===== src/rtl/gpu_acc_pkg.sv =====
// rtl/gpu_acc_pkg.sv - shared types and constants for the dot-product accumulator
package gpu_acc_pkg;

  localparam int PROD_W_DEF = 32;
  localparam int ACC_W_DEF  = 36;
  localparam int LEN_W_DEF  = 5;

  localparam longint SAT_MAX = (longint'(1) <<< (ACC_W_DEF - 1)) - 1;
  localparam longint SAT_MIN = -(longint'(1) <<< (ACC_W_DEF - 1));

  typedef enum logic {
    IDLE  = 1'b0,
    ACCUM = 1'b1
  } acc_state_t;

  typedef struct packed {
    logic signed [ACC_W_DEF-1:0] sum;
    logic [LEN_W_DEF-1:0]        skip_cnt;
    logic                        sat;
  } acc_result_t;

endpackage


===== src/rtl/gpu_dot_accumulator_if.sv =====
// rtl/gpu_dot_accumulator_if.sv - product input and result output handshake bundle
interface gpu_dot_accumulator_if #(
  parameter int PROD_W = 32,
  parameter int ACC_W  = 36,
  parameter int LEN_W  = 5
);
  logic [LEN_W-1:0]         cfg_len;
  logic                     in_valid;
  logic signed [PROD_W-1:0] in_product;
  logic                     in_zero_skip;
  logic                     out_valid;
  logic                     out_ready;
  logic signed [ACC_W-1:0]  out_sum;
  logic [LEN_W-1:0]         out_skip_cnt;
  logic                     out_sat;

  modport master (
    output cfg_len, in_valid, in_product, in_zero_skip, out_ready,
    input  out_valid, out_sum, out_skip_cnt, out_sat
  );

  modport slave (
    input  cfg_len, in_valid, in_product, in_zero_skip, out_ready,
    output out_valid, out_sum, out_skip_cnt, out_sat
  );
endinterface


===== src/rtl/acc_result_fifo.sv =====
// rtl/acc_result_fifo.sv - synchronous first-word-fall-through result FIFO with occupancy count
module acc_result_fifo #(
  parameter int WIDTH = 42,
  parameter int DEPTH = 8
) (
  input  logic                         clk,
  input  logic                         rst,
  input  logic                         wr_en,
  input  logic [WIDTH-1:0]             wr_data,
  input  logic                         rd_en,
  output logic [WIDTH-1:0]             rd_data,
  output logic                         full,
  output logic                         empty,
  output logic [$clog2(DEPTH+1)-1:0]   count
);
  localparam int AW = $clog2(DEPTH);
  localparam int CW = $clog2(DEPTH + 1);

  logic [WIDTH-1:0] mem [DEPTH];
  logic [AW-1:0]    wr_ptr;
  logic [AW-1:0]    rd_ptr;
  logic             do_wr;
  logic             do_rd;

  assign empty   = (count == '0);
  assign full    = (count == CW'(DEPTH));
  assign do_rd   = rd_en && !empty;
  // A full FIFO still takes a write when the head leaves in the same cycle.
  assign do_wr   = wr_en && (!full || do_rd);
  assign rd_data = mem[rd_ptr];

  always_ff @(posedge clk) begin
    if (rst) begin
      wr_ptr <= '0;
      rd_ptr <= '0;
      count  <= '0;
      for (int i = 0; i < DEPTH; i++) mem[i] <= '0;
    end else begin
      if (do_wr) begin
        mem[wr_ptr] <= wr_data;
        wr_ptr      <= wr_ptr + AW'(1);
      end
      if (do_rd) rd_ptr <= rd_ptr + AW'(1);
      count <= count + CW'(do_wr) - CW'(do_rd);
    end
  end
endmodule


===== src/rtl/gpu_dot_accumulator.sv =====
// rtl/gpu_dot_accumulator.sv - saturating dot-product reduction with buffered results and early stall
module gpu_dot_accumulator
  import gpu_acc_pkg::*;
#(
  parameter int PROD_W     = PROD_W_DEF,
  parameter int ACC_W      = ACC_W_DEF,
  parameter int LEN_W      = LEN_W_DEF,
  parameter int FIFO_DEPTH = 8,
  parameter int PIPE_SLACK = 5
) (
  input  logic                  clk,
  input  logic                  rst,
  gpu_dot_accumulator_if.slave  bus,
  output logic                  stall,
  output logic                  drop_err,
  output logic                  busy
);
  localparam int RES_W = ACC_W + LEN_W + 1;
  localparam int CNT_W = $clog2(FIFO_DEPTH + 1);
  localparam logic [ACC_W-1:0] ACC_MAX = {1'b0, {(ACC_W-1){1'b1}}};
  localparam logic [ACC_W-1:0] ACC_MIN = {1'b1, {(ACC_W-1){1'b0}}};

  acc_state_t              state;
  acc_state_t              state_next;
  logic signed [ACC_W-1:0] acc;
  logic [LEN_W-1:0]        len;
  logic [LEN_W-1:0]        cnt;
  logic [LEN_W-1:0]        skip;
  logic                    sat;

  logic [LEN_W-1:0]        len_start;
  logic [ACC_W-1:0]        term;
  logic [ACC_W:0]          wide;
  logic                    ovf;
  logic [ACC_W-1:0]        acc_add;
  logic                    last_beat;

  logic                    push;
  logic signed [ACC_W-1:0] res_sum;
  logic [LEN_W-1:0]        res_skip;
  logic                    res_sat;

  logic                    fifo_full;
  logic                    fifo_empty;
  logic [CNT_W-1:0]        fifo_count;
  logic [RES_W-1:0]        fifo_rd_data;

  assign len_start = (bus.cfg_len == '0) ? LEN_W'(1) : bus.cfg_len;
  assign term      = bus.in_zero_skip ? '0
                   : {{(ACC_W-PROD_W){bus.in_product[PROD_W-1]}}, bus.in_product};
  // One guard bit: the top two bits disagree exactly when the true sum left the range.
  assign wide      = {acc[ACC_W-1], acc} + {term[ACC_W-1], term};
  assign ovf       = wide[ACC_W] ^ wide[ACC_W-1];
  assign acc_add   = !ovf ? wide[ACC_W-1:0] : (wide[ACC_W] ? ACC_MIN : ACC_MAX);
  assign last_beat = (state == IDLE) ? (len_start == LEN_W'(1))
                                     : ((cnt + LEN_W'(1)) == len);

  always_ff @(posedge clk) begin
    if (rst) state <= IDLE;
    else     state <= state_next;
  end

  always_comb begin
    state_next = state;
    if (bus.in_valid) state_next = last_beat ? IDLE : ACCUM;
  end

  always_comb begin
    push     = 1'b0;
    res_sum  = acc;
    res_skip = skip;
    res_sat  = sat;
    if (bus.in_valid) begin
      push = last_beat;
      if (state == IDLE) begin
        res_sum  = term;
        res_skip = LEN_W'(bus.in_zero_skip);
        res_sat  = 1'b0;
      end else begin
        res_sum  = acc_add;
        res_skip = skip + LEN_W'(bus.in_zero_skip);
        res_sat  = sat | ovf;
      end
    end
  end

  always_ff @(posedge clk) begin
    if (rst) begin
      acc  <= '0;
      len  <= '0;
      cnt  <= '0;
      skip <= '0;
      sat  <= 1'b0;
    end else if (bus.in_valid) begin
      acc  <= res_sum;
      skip <= res_skip;
      sat  <= res_sat;
      if (state == IDLE) begin
        len <= len_start;
        cnt <= LEN_W'(1);
      end else begin
        cnt <= cnt + LEN_W'(1);
      end
    end
  end

  always_ff @(posedge clk) begin
    if (rst)                                          drop_err <= 1'b0;
    else if (push && fifo_full && !bus.out_ready)     drop_err <= 1'b1;
  end

  acc_result_fifo #(
    .WIDTH (RES_W),
    .DEPTH (FIFO_DEPTH)
  ) u_fifo (
    .clk     (clk),
    .rst     (rst),
    .wr_en   (push),
    .wr_data ({res_sum, res_skip, res_sat}),
    .rd_en   (bus.out_ready),
    .rd_data (fifo_rd_data),
    .full    (fifo_full),
    .empty   (fifo_empty),
    .count   (fifo_count)
  );

  assign {bus.out_sum, bus.out_skip_cnt, bus.out_sat} = fifo_rd_data;
  assign bus.out_valid = !fifo_empty;
  assign stall         = fifo_count > CNT_W'(FIFO_DEPTH - PIPE_SLACK);
  assign busy          = (state == ACCUM) || !fifo_empty;
endmodule

===== src/flat_wrapper.sv =====
// flat-port wrapper written by rule: the top's interface ports become plain ports
module gpu_dot_accumulator_flat import gpu_acc_pkg::*;
#(
  parameter int PROD_W     = PROD_W_DEF,
  parameter int ACC_W      = ACC_W_DEF,
  parameter int LEN_W      = LEN_W_DEF,
  parameter int FIFO_DEPTH = 8,
  parameter int PIPE_SLACK = 5
)
  (clk, rst, stall, drop_err, busy, bus_cfg_len, bus_in_valid, bus_in_product, bus_in_zero_skip, bus_out_ready, bus_out_valid, bus_out_sum, bus_out_skip_cnt, bus_out_sat);
  gpu_dot_accumulator_if #(.PROD_W(PROD_W), .ACC_W(ACC_W), .LEN_W(LEN_W)) bus_i ();
  input  logic clk;
  input  logic rst;
  output logic stall;
  output logic drop_err;
  output logic busy;
  input wire logic [$bits(bus_i.cfg_len)-1:0] bus_cfg_len;
  input wire logic [$bits(bus_i.in_valid)-1:0] bus_in_valid;
  input wire logic [$bits(bus_i.in_product)-1:0] bus_in_product;
  input wire logic [$bits(bus_i.in_zero_skip)-1:0] bus_in_zero_skip;
  input wire logic [$bits(bus_i.out_ready)-1:0] bus_out_ready;
  output wire logic [$bits(bus_i.out_valid)-1:0] bus_out_valid;
  output wire logic [$bits(bus_i.out_sum)-1:0] bus_out_sum;
  output wire logic [$bits(bus_i.out_skip_cnt)-1:0] bus_out_skip_cnt;
  output wire logic [$bits(bus_i.out_sat)-1:0] bus_out_sat;
  assign bus_i.cfg_len = bus_cfg_len;
  assign bus_i.in_valid = bus_in_valid;
  assign bus_i.in_product = bus_in_product;
  assign bus_i.in_zero_skip = bus_in_zero_skip;
  assign bus_i.out_ready = bus_out_ready;
  assign bus_out_valid = bus_i.out_valid;
  assign bus_out_sum = bus_i.out_sum;
  assign bus_out_skip_cnt = bus_i.out_skip_cnt;
  assign bus_out_sat = bus_i.out_sat;
  gpu_dot_accumulator #(.PROD_W(PROD_W), .ACC_W(ACC_W), .LEN_W(LEN_W), .FIFO_DEPTH(FIFO_DEPTH), .PIPE_SLACK(PIPE_SLACK)) u_core (.clk(clk), .rst(rst), .bus(bus_i), .stall(stall), .drop_err(drop_err), .busy(busy));
endmodule

===== config.mk =====
export PLATFORM = sky130hd
export DESIGN_NAME = gpu_dot_accumulator_flat
export DESIGN_NICKNAME = d
export VERILOG_FILES = /design/src/rtl/gpu_acc_pkg.sv /design/src/rtl/gpu_dot_accumulator_if.sv /design/src/rtl/acc_result_fifo.sv /design/src/rtl/gpu_dot_accumulator.sv /design/src/flat_wrapper.sv
export SDC_FILE = /design/constraint.sdc
export NUM_CORES = 1
export LEC_CHECK = 0
export BUFFER_PORTS_ARGS = -buffer_cell sky130_fd_sc_hd__buf_2
export CAP_MARGIN = 20
export CORE_UTILIZATION = 50
export DETAILED_ROUTE_END_ITERATION = 12
export GPL_ROUTABILITY_DRIVEN = 0
export GPL_TIMING_DRIVEN = 1
export HOLD_SLACK_MARGIN = 0.03
export PLACE_DENSITY_LB_ADDON = 0.3
export SLEW_MARGIN = 10
export SYNTH_ARGS = -nofsm -noshare
export SYNTH_HDL_FRONTEND = slang
export SYNTH_SLANG_ARGS = --single-unit

===== constraint.sdc =====
create_clock -name clk -period 11.6 [get_ports clk]
set_input_delay 0.58 -clock clk [delete_from_list [all_inputs] [get_ports clk]]
set_output_delay 0.58 -clock clk [all_outputs]
set_load 0.01 [all_outputs]

# Yosys cells after proc, flatten, opt, wreduce, memory -nomap -nowiden
# Memory sizes are Yosys's and may differ from the RTL's. A register that Yosys moved wholly into a read port is not among the register bits.
# Cells that the tools add are included.
# totals
register_bits	64
mem_bits_rw	336
n_memories	1
# classes
addsub	7
order_cmp	1
n_eq_ne	3
n_mux	24
bitwise_logic	3
n_reduce_logical	13
# mem_list
memory	depth	width	read_ports	rd_ports_with_merged_regs	write_ports	line_no	text
u_core.u_fifo.mem	8	42	1	1	8	acc_result_fifo.sv:19	logic [WIDTH-1:0] mem [DEPTH];
# ops
op	count
$mux 36	5
$mux 42	1
$reduce_or 42->1	1
$add 36x36->37	1
$mux 5	4
$mux 1	11
$mux 3	3
$add 3x1->3 const B	2
$add 5x1->5	1
$add 5x1->5 const B	1
$eq 5x1->1 const B	1
$eq 5x5->1	1
$logic_not 5->1	1
$add 4x1->4	1
$eq 4x4->1 const B	1
$gt 4x2->1 const B	1
$logic_and 1x1->1	4
$logic_not 4->1	1
$sub 4x1->4	1
$logic_not 1->1	3
$logic_or 1x1->1	2
$reduce_and 2->1	1
$not 1->1	1
$or 1x1->1	1
$xor 1x1->1	1

# Longest topological paths before layout
# depth
depth_word	11
depth_mapped	17

# Hierarchy
# A second synthesis with hierarchy kept.
# hier_totals
hier_cells	1751
hier_area_um2	20786.2
# by_module_without_submodules
module	instances	cells_per_inst	area_each_um2	seq_area_each_um2
acc_result_fifo	1	1055	15384.8	10349.9
gpu_dot_accumulator	1	696	5401.4	1081.0

# Worst setup path after synthesis
# No wires, ideal clock.
# synth_path
path_type	input to register
startpoint	in bus_in_zero_skip
endpoint	mem u_core.u_fifo.mem[0][15] (data pin)
setup_ns	0.269
arrival_time_ns	3.875
required_time_ns	11.331
path_slack_ns	7.456
stages	15
cell_sequence	clkbuf_1 > nor2b_1 > ha_1 > clkbuf_1 > nand2_1 > nor2_1 > a221o_1 > a2111oi_4 > o21ai_2 > a21oi_2 > mux2_2 > a21o_1 > buf_4 > a311oi_4 > nor2_1
# synth_lines
item	line_no	text
start: declaration	flat_wrapper.sv:20	input wire logic [$bits(bus_i.in_zero_skip)-1:0] bus_in_zero_skip;
end: declaration	acc_result_fifo.sv:19	

==> results.toml <==
[critical_path]
max_stage_delay_ns = 0.70
critPathArrivalTime_ns = 5.09
critical_path.max_fanout = 34
critical-path-top-delay-family = "compound AO/OA/AOI/OAI gates"
reg2reg_slack_ns = 7.29
cp_num_buf_inv = 1
crit_slowest_cell = "sky130_fd_sc_hd__a221oi_4"
crit_path_cell_trace = "buf_2 -> nor2b_1 -> ha_1 -> a21oi_1 -> nand2_1 -> a221o_1 -> a2111oi_4 -> o21ai_2 -> a21oi_2 -> mux2_2 -> a21o_2 -> a221oi_4 -> nor2_1"
required_worst_endpoint_ns = 11.86
setup.worst_path.class = "input port to flop"
worst_setup_path_end_kind = "flop"
worstSetupStartpointType = "input port"

[synthesis]
post_synth_xor_area_fraction_pct = 2.08
synthesized_area_fraction_occupied_by_adder_cells_pct = 3.23
synth-edff-count = 336
share_of_synthesized_cell_area_in_and_or_nand_and_nor_gates_pct = 13.6
synthDistinctLibCells = 70
yosys.area.top_type_share_pct = 51.0
synth_mux_area_share_pct = 12.1
post_synth_instance_area_um2 = 19800
postSynthCellCount = 1580
ys_async_sr_fraction_pct = 0
synth_top_family_by_area = "simple AND/OR/NAND/NOR gates"
yosysMostFrequentCell = "sky130_fd_sc_hd__nor2_1"
syn-num-nets = 1671
complex_gate_fraction_of_the_synthesized_area_pct = 8.69
synth_flop_cell = "sky130_fd_sc_hd__edfxtp_1"
postSynthRegisterBits = 403
synth_top_area_cell = "sky130_fd_sc_hd__edfxtp_1"
syn_avg_cell_area_um2 = 12.5
netlist_top_cells_count = "406 x sky130_fd_sc_hd__nor2_1, 336 x sky130_fd_sc_hd__edfxtp_1, 84 x sky130_fd_sc_hd__mux4_2, 77 x sky130_fd_sc_hd__clkbuf_1, 67 x sky130_fd_sc_hd__dfxtp_1"
synth.top_cells.by_area = "sky130_fd_sc_hd__edfxtp_1 51%, sky130_fd_sc_hd__mux4_2 9.6%, sky130_fd_sc_hd__nor2_1 7.7%"
synth-warning-count = 0
seq_area_frac_synth_pct = 57.8

[layout]
final.fill_count = 3172
layout.cell_area.non_filler_um2 = 22100
nNetsFinal = 1728
antenna-diode-count = 0
multiInputGateArea_um2 = 7910
post-route-util_pct = 56.9
layout.area.seq_um2 = 11400
layout-drive-gt1-share_pct = 21.7
areaGrowthSynthToFinish_pct = 11.7

[global_route]
maximum_number_of_pins_on_one_net_before_global_route_repair = 78
grt_use_total_pct = 24.7
via_count_of_the_first_global_routing_pass = 13200
antenna_found_initial = 1
wire_length_of_the_first_global_routing_pass_mm = 76.3
gr-total-overflow = 0

[sta]
timing.clock.skew_ns = 0.0251
setup_ws_ns = 6.77
setup_violations = 0
grt_setup_unrepaired = "no"
post-route-min-period_ns = 4.83
maxSlewHeadroom_pct = 25.6
fin_setup_tns_ns = 0
worstMarginPinSlew_ns = 1.12
timing.fmax_ghz = 0.207
final_min_period_over_clock_period_pct = 41.6
finalHoldViolCount = 0
slew_violations = 0

[die]
fp-row-count = 72
fp.dieArea_um2 = 40400
die-width_um = 201
initial_utilization_pct = 50.9
floorplan.core_area_um2 = 38800
die_h_um = 201
io-pin-count = 88

[clocking]
postCtsSetupBuffers = 0
htree_num_levels = 2
post_cts.resized_instances = 0
ctsRootBufferMaster = "sky130_fd_sc_hd__clkbuf_16"
clk_transition_reported_paths_ns = 0.07
insertion_delay_ns = 0.56
cts_made_buffers = 42
cts_num_sinks = 403
cts.hold.buffers_added = 0
cts_tree = "yes"
cts-root-to-sink-buffers = 3

[drt]
drt-pass1-iter-count = 5
wl_met3_mm = 3.68
detail_route.vias_per_cell = 5.98
detail_route.wirelength.met1_mm = 20.8
totalWireLength_mm = 49.2
number_of_drc_violations_after_detailed_routing = 0
final_antenna_net_count = 0
met2WireLength_mm = 23.7
drt-initial-drc-count = 1300
routed.top_layer = "met5"
wire_per_inst_um = 22.6
via_count = 13000

[run]
maxCapViolCount = 0

[power_and_ir_drop]
standby_leakage_power_nw = 8.05
worst_ir_drop_vdd_v = 0.000106
power.density_nw_per_um2 = 176
design_power_total_mw = 3.88

[placement]
place_area_um2 = 20700
port_buffers = 87
dp_slack_ns = 6.26
dp_hpwl_mm = 30.0

[min_path]
type_of_the_most_critical_hold_path = "input port to flop"

[outcome]
run_status = "completed"
[kinds of logic after synthesis]
logic type / after synthesis
muxes: 129
adders and majority gates: 50
buffers and inverters: 122
AOI/OAI and AO/OA: 202
xor gates and xnor gates: 47
DFF: 403
and+or+nand+nor: 627
[cells in the final DEF (no fill, tap or decap), types with 11 or more instances in the layout]
cell	count
sky130_fd_sc_hd__xnor2_1	27
sky130_fd_sc_hd__nand3_1	14
sky130_fd_sc_hd__nor3_1	62
sky130_fd_sc_hd__buf_4	24
sky130_fd_sc_hd__clkbuf_16	45
sky130_fd_sc_hd__o21ai_0	30
sky130_fd_sc_hd__dfxtp_1	64
sky130_fd_sc_hd__edfxtp_1	336
sky130_fd_sc_hd__mux4_2	84
sky130_fd_sc_hd__a21oi_1	52
sky130_fd_sc_hd__xor2_1	20
sky130_fd_sc_hd__mux2_2	43
sky130_fd_sc_hd__ha_1	47
sky130_fd_sc_hd__nand2_1	46
sky130_fd_sc_hd__inv_1	22
sky130_fd_sc_hd__nor2b_1	38
sky130_fd_sc_hd__buf_2	87
sky130_fd_sc_hd__nor2_1	406
sky130_fd_sc_hd__a21o_1	17
sky130_fd_sc_hd__a221oi_4	11
[registers in the layout (all words and copies together) (netlist names), named ones only]
signal                cells
u_core.acc               36
u_core.sat                1
u_core.skip               5
u_core.drop_err           1
u_core.cnt                5
u_core.u_fifo.count       4
u_core.u_fifo.wr_ptr      3
u_core.len                5
u_core.u_fifo.rd_ptr      3
u_core.u_fifo.mem       336
u_core.state              1
[cell type report]
| type | count | area share, % |
|---|---|---|
| multi-input cells | 1055 | 35.8 |
| repair buffers | 111 | 2.79 |
| flip-flops and latches | 403 | 51.8 |
| clock buffers | 52 | 5.22 |
| inverters | 24 | 0.408 |
| clock inverters | 19 | 1.09 |
| well taps | 518 | 2.93 |
[worst register-to-register path, cell delays in order (launching register included)]
cell and delay (ns):
sky130_fd_sc_hd__dfxtp_1 0.34, sky130_fd_sc_hd__ha_1 0.39, sky130_fd_sc_hd__a21oi_2 0.19, sky130_fd_sc_hd__o21ai_1 0.08, sky130_fd_sc_hd__a221o_1 0.38, sky130_fd_sc_hd__a2111oi_4 0.37, sky130_fd_sc_hd__o21ai_2 0.16, sky130_fd_sc_hd__a21oi_2 0.28
sky130_fd_sc_hd__mux2_2 0.43, sky130_fd_sc_hd__a21o_2 0.58, sky130_fd_sc_hd__a221oi_4 0.71, sky130_fd_sc_hd__nor2_1 0.10
[routing by layer]
metal,vias to the layer above,GRT usage (%)
met5,-,0
met4,2,7.31
met3,79,4.11
met2,513,40.5
met1,6542,33.8
li1,5904,-
[power breakdown]
part / switching, mW / internal [mW] / leakage (nW) / total, mW
clock: 0.558 / 0.818 / 0.672 / 1.38
combinational: 0.415 / 0.375 / 3.36 / 0.790
sequential: 0.0824 / 1.63 / 4.01 / 1.71
[metrics by stage]
step,cells,hold slack [ns]
after floorplan,1580,0.448
after CTS,2182,0.266
after global placement,2111,0.455
final,2182,0.280
after global routing,2182,0.277
after detailed placement,2111,0.464
[path summary, 6_finish.rpt]
path              cells past startpoint                          from                                     end
hold reg to reg                       2  u_core.drop_err$_SDFFE_PP0P_            u_core.drop_err$_SDFFE_PP0P_
setup reg to reg                     11   u_core.acc[14]$_SDFFE_PP0P_  u_core.u_fifo.mem[0][21]$_SDFFCE_PN0P_
hold / removal                        3                bus_cfg_len[3]              u_core.len[3]$_SDFFE_PP0P_
setup / recovery                     13              bus_in_zero_skip  u_core.u_fifo.mem[0][21]$_SDFFCE_PN0P_
Power figures use the tool's default switching activity.
